<file path="config.mk">
export PLATFORM = sky130hd
export DESIGN_NAME = mem_req_initiator
export DESIGN_NICKNAME = d
export VERILOG_FILES = /design/src/rtl/mem_req_initiator.sv
export SDC_FILE = /design/constraint.sdc
export NUM_CORES = 1
export LEC_CHECK = 0
export CORE_ASPECT_RATIO = 0.8
export CORE_MARGIN = 2
export CORE_UTILIZATION = 43
export DETAILED_ROUTE_END_ITERATION = 8
export PLACE_DENSITY = 0.84
export SYNTH_ARGS = -nofsm -noshare
export SYNTH_HDL_FRONTEND = slang
export SYNTH_SLANG_ARGS = --single-unit
export TNS_END_PERCENT = 5
</file>
<file path="constraint.sdc">
create_clock -name clk -period 4 [get_ports clk]
set_input_delay 0.8 -clock clk [delete_from_list [all_inputs] [get_ports clk]]
set_output_delay 0.8 -clock clk [all_outputs]
set_load 0.05 [all_outputs]
</file>
<file path="src/rtl/mem_req_initiator.sv">
// Master-side sequencer between the core load/store port and the single-port data memory:
// single-word stores, incrementing load bursts with a fixed memory read latency.
module mem_req_initiator #(
    parameter int unsigned WIDTH   = 32,
    parameter int unsigned DEPTH   = 32,
    parameter int unsigned AW      = $clog2(DEPTH),
    parameter int unsigned RD_LAT  = 1,
    parameter int unsigned MAX_LEN = 8
) (
    input  logic             clk,
    input  logic             reset,
    input  logic             req_valid,
    output logic             req_ready,
    input  logic             req_store,
    input  logic [AW-1:0]    req_addr,
    input  logic [3:0]       req_len,
    input  logic [WIDTH-1:0] req_wdata,
    output logic             rsp_valid,
    input  logic             rsp_ready,
    output logic [WIDTH-1:0] rsp_rdata,
    output logic             rsp_last,
    output logic             mem_write,
    output logic             mem_mode,
    output logic [AW-1:0]    mem_waddr,
    output logic [AW-1:0]    mem_raddr,
    output logic [WIDTH-1:0] mem_wdata,
    input  logic [WIDTH-1:0] mem_rdata,
    output logic             busy
);

    localparam int unsigned BW = 5;
    localparam int unsigned CW = 3;

    typedef enum logic [1:0] {
        IDLE      = 2'd0,
        STORE     = 2'd1,
        LOAD_WAIT = 2'd2,
        RESP      = 2'd3
    } state_t;

    state_t          state;
    logic [BW-1:0]   beats;
    logic [CW-1:0]   lat_cnt;
    logic            req_fire;
    logic [BW-1:0]   load_beats;

    assign req_fire = req_valid && req_ready;

    // Oversized bursts are clamped to MAX_LEN beats.
    assign load_beats = (32'(req_len) >= MAX_LEN) ? BW'(MAX_LEN) : (BW'(req_len) + BW'(1));

    always_ff @(posedge clk or posedge reset) begin
        if (reset) begin
            state     <= IDLE;
            beats     <= '0;
            lat_cnt   <= '0;
            req_ready <= 1'b0;
            rsp_valid <= 1'b0;
            rsp_rdata <= '0;
            rsp_last  <= 1'b0;
            mem_write <= 1'b0;
            mem_mode  <= 1'b0;
            mem_waddr <= '0;
            mem_raddr <= '0;
            mem_wdata <= '0;
            busy      <= 1'b0;
        end else begin
            case (state)
                IDLE: begin
                    if (req_fire) begin
                        req_ready <= 1'b0;
                        busy      <= 1'b1;
                        if (req_store) begin
                            mem_waddr <= req_addr;
                            mem_wdata <= req_wdata;
                            mem_write <= 1'b1;
                            mem_mode  <= 1'b0;
                            state     <= STORE;
                        end else begin
                            mem_raddr <= req_addr;
                            mem_mode  <= 1'b1;
                            beats     <= load_beats;
                            lat_cnt   <= '0;
                            state     <= LOAD_WAIT;
                        end
                    end else begin
                        req_ready <= 1'b1;
                    end
                end

                STORE: begin
                    mem_write <= 1'b0;
                    req_ready <= 1'b1;
                    busy      <= 1'b0;
                    state     <= IDLE;
                end

                // Memory data is sampled on the RD_LAT-th edge after the address was set.
                LOAD_WAIT: begin
                    if (lat_cnt == CW'(RD_LAT - 1)) begin
                        rsp_rdata <= mem_rdata;
                        rsp_valid <= 1'b1;
                        rsp_last  <= (beats == BW'(1));
                        lat_cnt   <= '0;
                        state     <= RESP;
                    end else begin
                        lat_cnt <= lat_cnt + CW'(1);
                    end
                end

                RESP: begin
                    if (rsp_ready) begin
                        rsp_valid <= 1'b0;
                        rsp_last  <= 1'b0;
                        if (rsp_last) begin
                            mem_mode  <= 1'b0;
                            req_ready <= 1'b1;
                            busy      <= 1'b0;
                            state     <= IDLE;
                        end else begin
                            beats     <= beats - BW'(1);
                            mem_raddr <= mem_raddr + AW'(1);
                            lat_cnt   <= '0;
                            state     <= LOAD_WAIT;
                        end
                    end
                end

                default: begin
                    state <= IDLE;
                end
            endcase
        end
    end

endmodule

</file>
======== Word-level counts from Yosys, hierarchy flattened ========
Cells that the tools add are included.
storage, ports and cells
  output and inout bits ................... 80
  bits in registers ....................... 90
  input port bits ......................... 78
  logic and storage cells ................. 89
operators by class
  magnitude comparators ................... 1
  add/subtract/negate cells ............... 4
  muxes and demuxes ....................... 42
  equal/unequal tests ..................... 11
  reductions and logical operators ........ 18
operator list
  operator                                                   number
  two-way mux 5 bit                                          9
  one-hot mux 5 bit (2 select lines)                         2
  two-way mux 3 bit                                          5
  AND reduction 3 bit                                        5
  != test 2 bit (second input constant)                      7
  two-way mux 1 bit                                          13
  two-way mux 2 bit                                          5
  AND reduction 5 bit                                        2
  one-hot mux 3 bit (3 select lines)                         1
  one-hot mux 1 bit (2 select lines)                         4
  one-hot mux 2 bit (4 select lines)                         1
  AND reduction 4 bit                                        2
  one-hot mux 1 bit (3 select lines)                         2
  nonzero test 2 bit                                         3
  nonzero test 3 bit                                         2
  adder 4 x 1 -> 5 bit (second input constant)               1
  adder 5 x 1 -> 5 bit (second input constant)               1
  equality test 5 x 1 -> 1 bit (second input constant)       1
  subtractor 5 x 1 -> 5 bit (second input constant)          1
  equality test 2 bit (second input constant)                2
  greater-or-equal comparator 4 bit (second input constant)  1
  adder 3 x 1 -> 3 bit (second input constant)               1
  zero test 3 bit                                            1
  equality test 2 x 1 -> 1 bit (second input constant)       1
  other kinds (3)                                            3

======== Logic depth before layout (Yosys ltp) ========
Gate-level depths: netlist of the first run.
  word-level depth ........................ 5
  gate-level depth with buffers ........... 7
  depth with buffers taken out ............ 5

======== Least setup slack after synthesis of the first run ========
OpenSTA, ideal clock, no wires.
  kind .................................... register to register
  start point ............................. reg req_ready
  end point ............................... reg mem_wdata[20]
  path buffers ............................ 1
  slack ................................... 2.036 ns
  clock period less this slack ............ 1.964 ns
  data arrival time ....................... 1.839 ns
  cell stages (with the launch flop) ...... 5
  library setup time ...................... 0.125 ns
  required time ........................... 3.875 ns
  cell sequence ........................... dfrtp_1 -> nand3b_4 -> nor3_4 -> buf_6 -> mux2_2
on the way
  cells in the longest elaborated chain, start to end .. 2
RTL lines
  element                        line  text
  from (decl)                    13    output logic req_ready,
  from (signal assigned)         57    req_ready <= 1'b0;
  from (signal assigned)         71    req_ready <= 1'b0;
  from (signal assigned)         87    req_ready <= 1'b1;
  logical AND 1 bit              47    assign req_fire = req_valid && req_ready;
  AND reduction 3 bit (no line)  -
  to (signal assigned)           75    mem_wdata <= req_wdata;
  to (decl)                      26    output logic [WIDTH-1:0] mem_wdata,
No other way between the ends.
A chain may end at the register's enable or synchronous reset.

======== Worst setup path after layout of the first run ========
  start point ............................. reg req_ready
  end point ............................... out req_ready
No word-level cell between the ends.

==> summary.txt, run 1 <==
Logic synthesis
  • Gate Count Post-Synth: 286
  • Seq/Total Area, Yosys: 0.5801
  • Post-Syn Nets: 371
  • Avg Inst Size Synth: 13.58 µm²
  • Ys async rst share: 1.000
  • Top_reg_cell synth: dfrtp_1
  • Synthesized cell area: 0.003882 mm²
  • YS warnings: 0
  • Post-synth EDFFs: 0
  • Synth cell types: 46
  • Post-synthesis register bit count: 90

Worst setup path
  • Crit-path slowest cell: clkdlybuf4s50_1
  • Worst r2r dst: mem_wdata[0]$_DFFE_PP0P_
  • Worst R2R Setup Slack: 1970 ps
  • Crit path launch: req_ready$_DFFE_PP0P_
  • Startpoint class of the critical path: flop
  • CP arrival: 1700 ps
  • WP depth: 1
  • Buf/Inv on CP: 1
  • Worst path max stage delay: 880 ps
  • Crit. End Element: output pin
  • CP max FO: 7
  • CP top delay family: buffers and inverters
  • Worst reg2reg path startpoint: state[1]$_DFFE_PP0P_
  • WP data required: 3200 ps
  • Critical path endpoint: req_ready
  • Crit path kind: flop to output pin
  • Reg2Reg Depth: 4
  • Worst path cell trace: clkdlybuf4s50_1

Clock network
  • Clock latency on the worst-skew pair: 330 ps
  • Worst-path clk slew: 60 ps
  • Post_cts resized: 0
  • Root Driver: clkbuf_16
  • Clock Sinks: 90
  • CTS buffer count: 9
  • Largest buffer count on any clock path: 2
  • Htree depth: 3
  • Post-CTS Setup Bufs: 0
  • TritonCTS clock tree: yes
  • Post-CTS Hold Buffers: 0

Timing
  • Slew Viols, Final: 0
  • Count of final setup violators: 0
  • Highest clock rate: 0.3994 GHz
  • Final worst path period share: 0.6260
  • Fin worst setup slack: 1496 ps
  • Final Critical Period: 2504 ps
  • Final Hold Viols: 0
  • Clk_skew: 7.387 ps
  • Slew margin rel.: 0.5106
  • Worst-Margin Slew: 734.2 ps
  • Unrepaired setup endpoints after global routing: false
  • Setup TNS: 0 ps

Floorplanning
  • Boundary Pins: 158
  • Die X-Extent: 110.2 µm
  • Die area: 0.009810 mm²
  • Starting Density: 0.4497
  • Core box area: 0.008633 mm²
  • Number of core rows: 30
  • Die H: 88.99 µm

Route
  • Iter 0 DRT Violations: 80
  • Post-route ant nets: 0
  • Final WL: 9609 µm
  • Vias/cell: 5.169
  • Via count: 2,905
  • Pre-Repair DR Iteration Count: 4
  • Avg WL per Cell: 17.10 µm
  • Residual DRC: 0

Layout
  • Post-Layout Inst Area: 0.005873 mm²
  • Finished Layout Cells: 562
  • Nets: 530
  • Area of the multi-input gates: 0.001523 mm²
  • Register area: 0.002252 mm²
  • Antenna cells: 0
  • Layout area overhead: 51.27%
  • Share of cells above drive strength 1: 0.2044
  • Filler cell count: 651

Min path
  • Hold crit path type: flop to flop

Global route
  • Largest net degree at the start of global routing: 50
  • First-pass GRT wire length: 14,720 µm
  • Vias in the first global route: 2,988
  • Initial antenna violation count: 0
  • GRT Residual Overflow: 0
  • All-layer global routing usage: 0.1951

Power
  • Pwr Density: 726.5 mW/mm²
  • Worst IR Drop VDD: 556.5 µV
  • Lkg Pwr: 2.588 nW
  • Total power: 4.267 mW

Place
  • Detail Placement HPWL: 7107 µm
  • Port bufs: 157
  • DP Area: 0.005575 mm²
  • Dpl ws: 1326 ps
  • DP Cell Count: 546
  • Gp weighted congestion: 0.9089

Flow run
  • Max-Cap Viols: 0

Status
  • Status: complete, no violations
## how the worst min path moves through the flow
stage | start | slack [ps] | cells past startpoint | endpoint
floorplan | lat_cnt[0]$_DFFE_PP0P_ | 490 | 1 | lat_cnt[0]$_DFFE_PP0P_
global placement | rsp_valid$_DFFE_PP0P_ | 470 | 1 | rsp_valid$_DFFE_PP0P_
detailed placement | rsp_valid$_DFFE_PP0P_ | 480 | 1 | rsp_valid$_DFFE_PP0P_
CTS | mem_wdata[25]$_DFFE_PP0P_ | 500 | 1 | mem_wdata[25]$_DFFE_PP0P_
global route | rsp_rdata[24]$_DFFE_PP0P_ | 510 | 1 | rsp_rdata[24]$_DFFE_PP0P_
finish | mem_wdata[25]$_DFFE_PP0P_ | 500 | 1 | mem_wdata[25]$_DFFE_PP0P_
## report_power, final
part           switching (mW)  leakage [nW]  total, mW  internal, mW
clock network           0.340         0.143      0.842         0.502
logic                    1.25          1.29       2.04         0.795
registers               0.210          1.15       1.38          1.17
## cells by family after synthesis
family / after synthesis / share of synthesized area
DFF: 90 / 0.5801
muxes: 73 / 0.2108
and+or+nand+nor: 50 / 0.08089
AOI/OAI and AO/OA: 40 / 0.07187
buffers and inverters: 25 / 0.03158
adders and majority gates: 7 / 0.02256
xor gates and xnor gates: 1 / 0.002256
## cells in the final DEF (no fill, tap or decap), types with 4 or more instances in the layout
master             n
inv_1             11
clkbuf_16          9
a21oi_1           10
dfrtp_1           90
ha_1               7
nor2_1             4
nand3_1            6
o211ai_1           5
nand2_1           11
clkdlybuf4s50_1  157
a211oi_1           5
nor2b_1            4
mux2_2            68
## layer usage
layer	vias to the layer above	global-route usage	part of all wire
met5	-	0	0
met2	134	0.3140	0.45
met3	15	0.07289	0.11
li1	1353	-	-
met1	1403	0.2509	0.43
met4	0	0.05227	0.011
## synth_stat cells (2+ instances only)
| cell | instances | area [µm²] |
|---|---|---|
| mux2i_1 | 3 | 30.03 |
| nand4_1 | 2 | 12.51 |
| or3_1 | 2 | 12.51 |
| inv_1 | 12 | 45.04 |
| buf_6 | 3 | 33.78 |
| nand4b_1 | 3 | 26.28 |
| a32o_1 | 2 | 20.02 |
| a211oi_1 | 5 | 37.54 |
| nor2b_1 | 4 | 25.02 |
| a31oi_1 | 2 | 12.51 |
| nand2b_1 | 3 | 18.77 |
| nand3_1 | 6 | 30.03 |
| a21oi_1 | 10 | 50.05 |
| clkbuf_1 | 5 | 18.77 |
| nor3_1 | 2 | 10.01 |
| and4b_1 | 2 | 20.02 |
| mux2_1 | 2 | 22.52 |
| mux2_2 | 68 | 765.7 |
| o211ai_1 | 5 | 37.54 |
| nor2_1 | 4 | 15.01 |
| o22ai_1 | 3 | 18.77 |
| ha_1 | 7 | 87.58 |
| nand2_1 | 11 | 41.29 |
| buf_2 | 5 | 25.02 |
| o21ai_0 | 3 | 15.01 |
| dfrtp_1 | 90 | 2252 |
| nand3b_1 | 3 | 22.52 |
## flip-flops by register name, indices dropped and copies added (netlist names)
signal     cells
mem_wdata     32
rsp_rdata     32
beats          5
mem_raddr      5
mem_waddr      5
lat_cnt        3
state          2
busy           1
mem_mode       1
mem_write      1
req_ready      1
rsp_last       1
rsp_valid      1
## area by class of cell
cell class                 instances  share of cell area
clock buffer                      12             0.04197
clock inverter                     4            0.008735
timing repair buffer             161              0.2748
inverter                          12            0.007882
sequential                        90              0.3835
multi-input combinational        171              0.2593
tap                              112             0.02386
## worst register-to-register path, stage by stage, from the launching register on
cell and delay, ps:
dfrtp_1 580, nand3b_4 340, nor3_4 140, buf_4 430, mux2_2 420
## stage by stage
step | util | hold slack, ps
after global placement | 0.6458 | 465.1
after floorplan | - | 491.3
final | 0.6803 | 497.8
after CTS | 0.6803 | 498.3
after detailed placement | 0.6458 | 478.8
after global routing | 0.6803 | 512.9
Power figures use the tool's default switching activity.
==> run 2, diff against run 1 <==
==> constraint.sdc (replaced) <==
create_clock -name clk -period 2.65 [get_ports clk]
set_input_delay 0.53 -clock clk [delete_from_list [all_inputs] [get_ports clk]]
set_output_delay 0.53 -clock clk [all_outputs]
set_load 0.05 [all_outputs]
==> summary.txt, run 2 (same netlist as run 1, synthesis figures left out) <==
Clock network
  • Largest buffer count on any clock path: 2 (unchanged)
  • Worst-path clk slew: 60 ps (about the same)
  • Clock latency on the worst-skew pair: 330 ps (about the same)
  • Post_cts resized: 0 (unchanged)
  • TritonCTS clock tree: yes
  • Post-CTS Hold Buffers: 0 (unchanged)
  • Root Driver: clkbuf_16
  • Post-CTS Setup Bufs: 0 (unchanged)
  • CTS buffer count: 9 (unchanged)
  • Clock Sinks: 90 (unchanged)
  • Htree depth: 3 (unchanged)

Timing
  • Final Hold Viols: 0 (unchanged)
  • Slew margin rel.: 0.4956 (-0.01495)
  • Worst-Margin Slew: 756.6 ps (+22.43 ps)
  • Unrepaired setup endpoints after global routing: false
  • Final worst path period share: 0.8493
  • Highest clock rate: 0.4443 GHz
  • Slew Viols, Final: 0 (unchanged)
  • Clk_skew: 6.645 ps (-0.7420 ps)
  • Setup TNS: 0 ps (unchanged)
  • Final Critical Period: 2251 ps
  • Count of final setup violators: 0 (unchanged)

Route
  • Post-route ant nets: 0 (unchanged)
  • Uppermost layer routed: met4
  • Final WL: 9554 µm (-0.57%)
  • Vias/cell: 5.238 (+1.3%)
  • Residual DRC: 0 (unchanged)
  • Iter 0 DRT Violations: 105 (+31%)
  • Wire length on met1: 4104 µm (-0.77%)
  • Avg WL per Cell: 16.97 µm (-0.75%)
  • Wire length on met2: 4392 µm (+1.5%)
  • Via count: 2,949 (+1.5%)
  • Pre-Repair DR Iteration Count: 4 (unchanged)
  • DR WL met3: 1005 µm (-3.2%)

Global route
  • GRT Residual Overflow: 0 (unchanged)
  • Initial antenna violation count: 0 (unchanged)
  • All-layer global routing usage: 0.1963 (+0.001165)
  • Largest net degree at the start of global routing: 38 (-24%)
  • Vias in the first global route: 2,973 (-0.50%)
  • First-pass GRT wire length: 14,850 µm (+0.84%)

Layout
  • Filler cell count: 654 (+0.46%)
  • Nets: 531 (+0.19%)
  • Share of cells above drive strength 1: 0.2040 (-0.0004533)
  • Register area: 0.002252 mm² (unchanged)
  • Layout area overhead: 52.56%
  • Most frequent cells in the layout: clkdlybuf4s50_1 (157), dfrtp_1 (90), mux2_2 (68)
  • Commonest non-fill, non-tap cell in the layout: clkdlybuf4s50_1
  • Largest regs: mem_wdata (32), rsp_rdata (32)
  • Area of the multi-input gates: 0.001523 mm² (unchanged)
  • Antenna cells: 0 (unchanged)
  • Finished Layout Cells: 563 (+0.18%)

Worst setup path
  • Crit path kind: flop to output pin
  • Buf/Inv on CP: 1 (unchanged)
  • Startpoint class of the critical path: flop
  • Worst path cell trace: clkdlybuf4s50_1
  • Worst reg2reg path startpoint: state[0]$_DFFE_PP0P_
  • CP top delay family: buffers and inverters
  • Crit path launch: req_ready$_DFFE_PP0P_
  • Crit-path slowest cell: clkdlybuf4s50_1
  • CP arrival: 1720 ps (+20 ps)
  • WP data required: 2120 ps (-1080 ps)
  • Crit. End Element: output pin
  • CP max FO: 7 (unchanged)
  • Worst path max stage delay: 900 ps (+20 ps)

Place
  • DP Cell Count: 547 (+0.18%)
  • Port bufs: 157 (unchanged)
  • Gp weighted congestion: 0.9385 (+3.3%)
  • Detail Placement HPWL: 7051 µm (-0.79%)

Floorplanning
  • Die area: 0.009810 mm² (unchanged)
  • Core box area: 0.008633 mm² (unchanged)
  • Number of core rows: 30 (unchanged)
  • Die X-Extent: 110.2 µm (unchanged)
  • Die H: 88.99 µm (unchanged)
  • Starting Density: 0.4497 (unchanged)
  • Boundary Pins: 158 (unchanged)

Power
  • Sequential Power Share: 0.321 (-0.003)
  • P_sw: 2.714 mW (+51%)
  • Int Pwr: 3.803 mW (+54%)
  • Combinational fraction of design power: 0.475 (-0.004)
  • Pwr Density: 1100 mW/mm² (+51%)
  • Lkg Pwr: 2.601 nW (+0.48%)
  • Worst IR Drop VDD: 862.9 µV (+55%)
  • Net Sw Frac: 0.4165 (-0.004761)
  • Clock power frac: 0.204 (+0.007)

Min path
  • Worst Min Path Start: rsp_valid$_DFFE_PP0P_
  • Hold crit path type: flop to flop

Status
  • Status: complete, no violations

Flow run
  • Max-Cap Viols: 0 (unchanged)
==> run 2: changes by cell type in the layout (fill, tap and decap cells not counted) <==
cell,change
clkinvlp_4,+1
clkbuf_8,-1
buf_12,+2
clkinv_2,-2
clkbuf_1,+1
buf_4,-1
bufinv_16,+1
==> run 2: cell type report <==
class,instances,area share
inverter,12,0.008238
clock buffer,12,0.03992
tap,112,0.02366
sequential,90,0.3802
multi-input combinational,171,0.2571
clock inverter,4,0.01289
timing repair buffer,162,0.2780
==> run 2: path summary, 6_finish.rpt <==
check                      slack [ps]  cells past startpoint                         to
max                               400                      1                  req_ready
min                               480                      1      rsp_valid$_DFFE_PP0P_
max reg2reg                       650                      3       beats[1]$_DFFE_PP0P_
min reg2reg                       480                      1      rsp_valid$_DFFE_PP0P_
max in group asynchronous        1430                      3       beats[4]$_DFFE_PP0P_
min in group asynchronous         650                      2  rsp_rdata[24]$_DFFE_PP0P_
==> run 2: power by group through the flow <==
stage          clock, mW  combinational (mW)  sequential (mW)
2_1_floorplan          0               0.846             3.26
3_3_place_gp           0                3.06             2.09
3_5_place_dp           0                3.09             2.11
4_1_cts             1.37                3.11             2.10
5_1_grt             1.42                3.25             2.16
6_report            1.33                3.10             2.09
==> run 2: per-stage QoR <==
step	instance area (µm²)	hold slack, ps	setup WS (ps)	total power [mW]	util
floorplan	3886	491.3	686.5	4.110	-
global placement	5610	465.9	470.8	5.149	0.6499
detailed placement	5610	469.2	421.4	5.209	0.6499
CTS	5923	485.0	374.4	6.572	0.6861
global route	5923	507.3	345.5	6.823	0.6861
finish	5923	481.6	399.4	6.518	0.6861
==> run 2: layer usage <==
layer,GRT usage,vias to the layer above
li1,-,1363
met5,0,-
met4,0.04432,0
met1,0.2628,1453
met2,0.3095,128
met3,0.07070,5
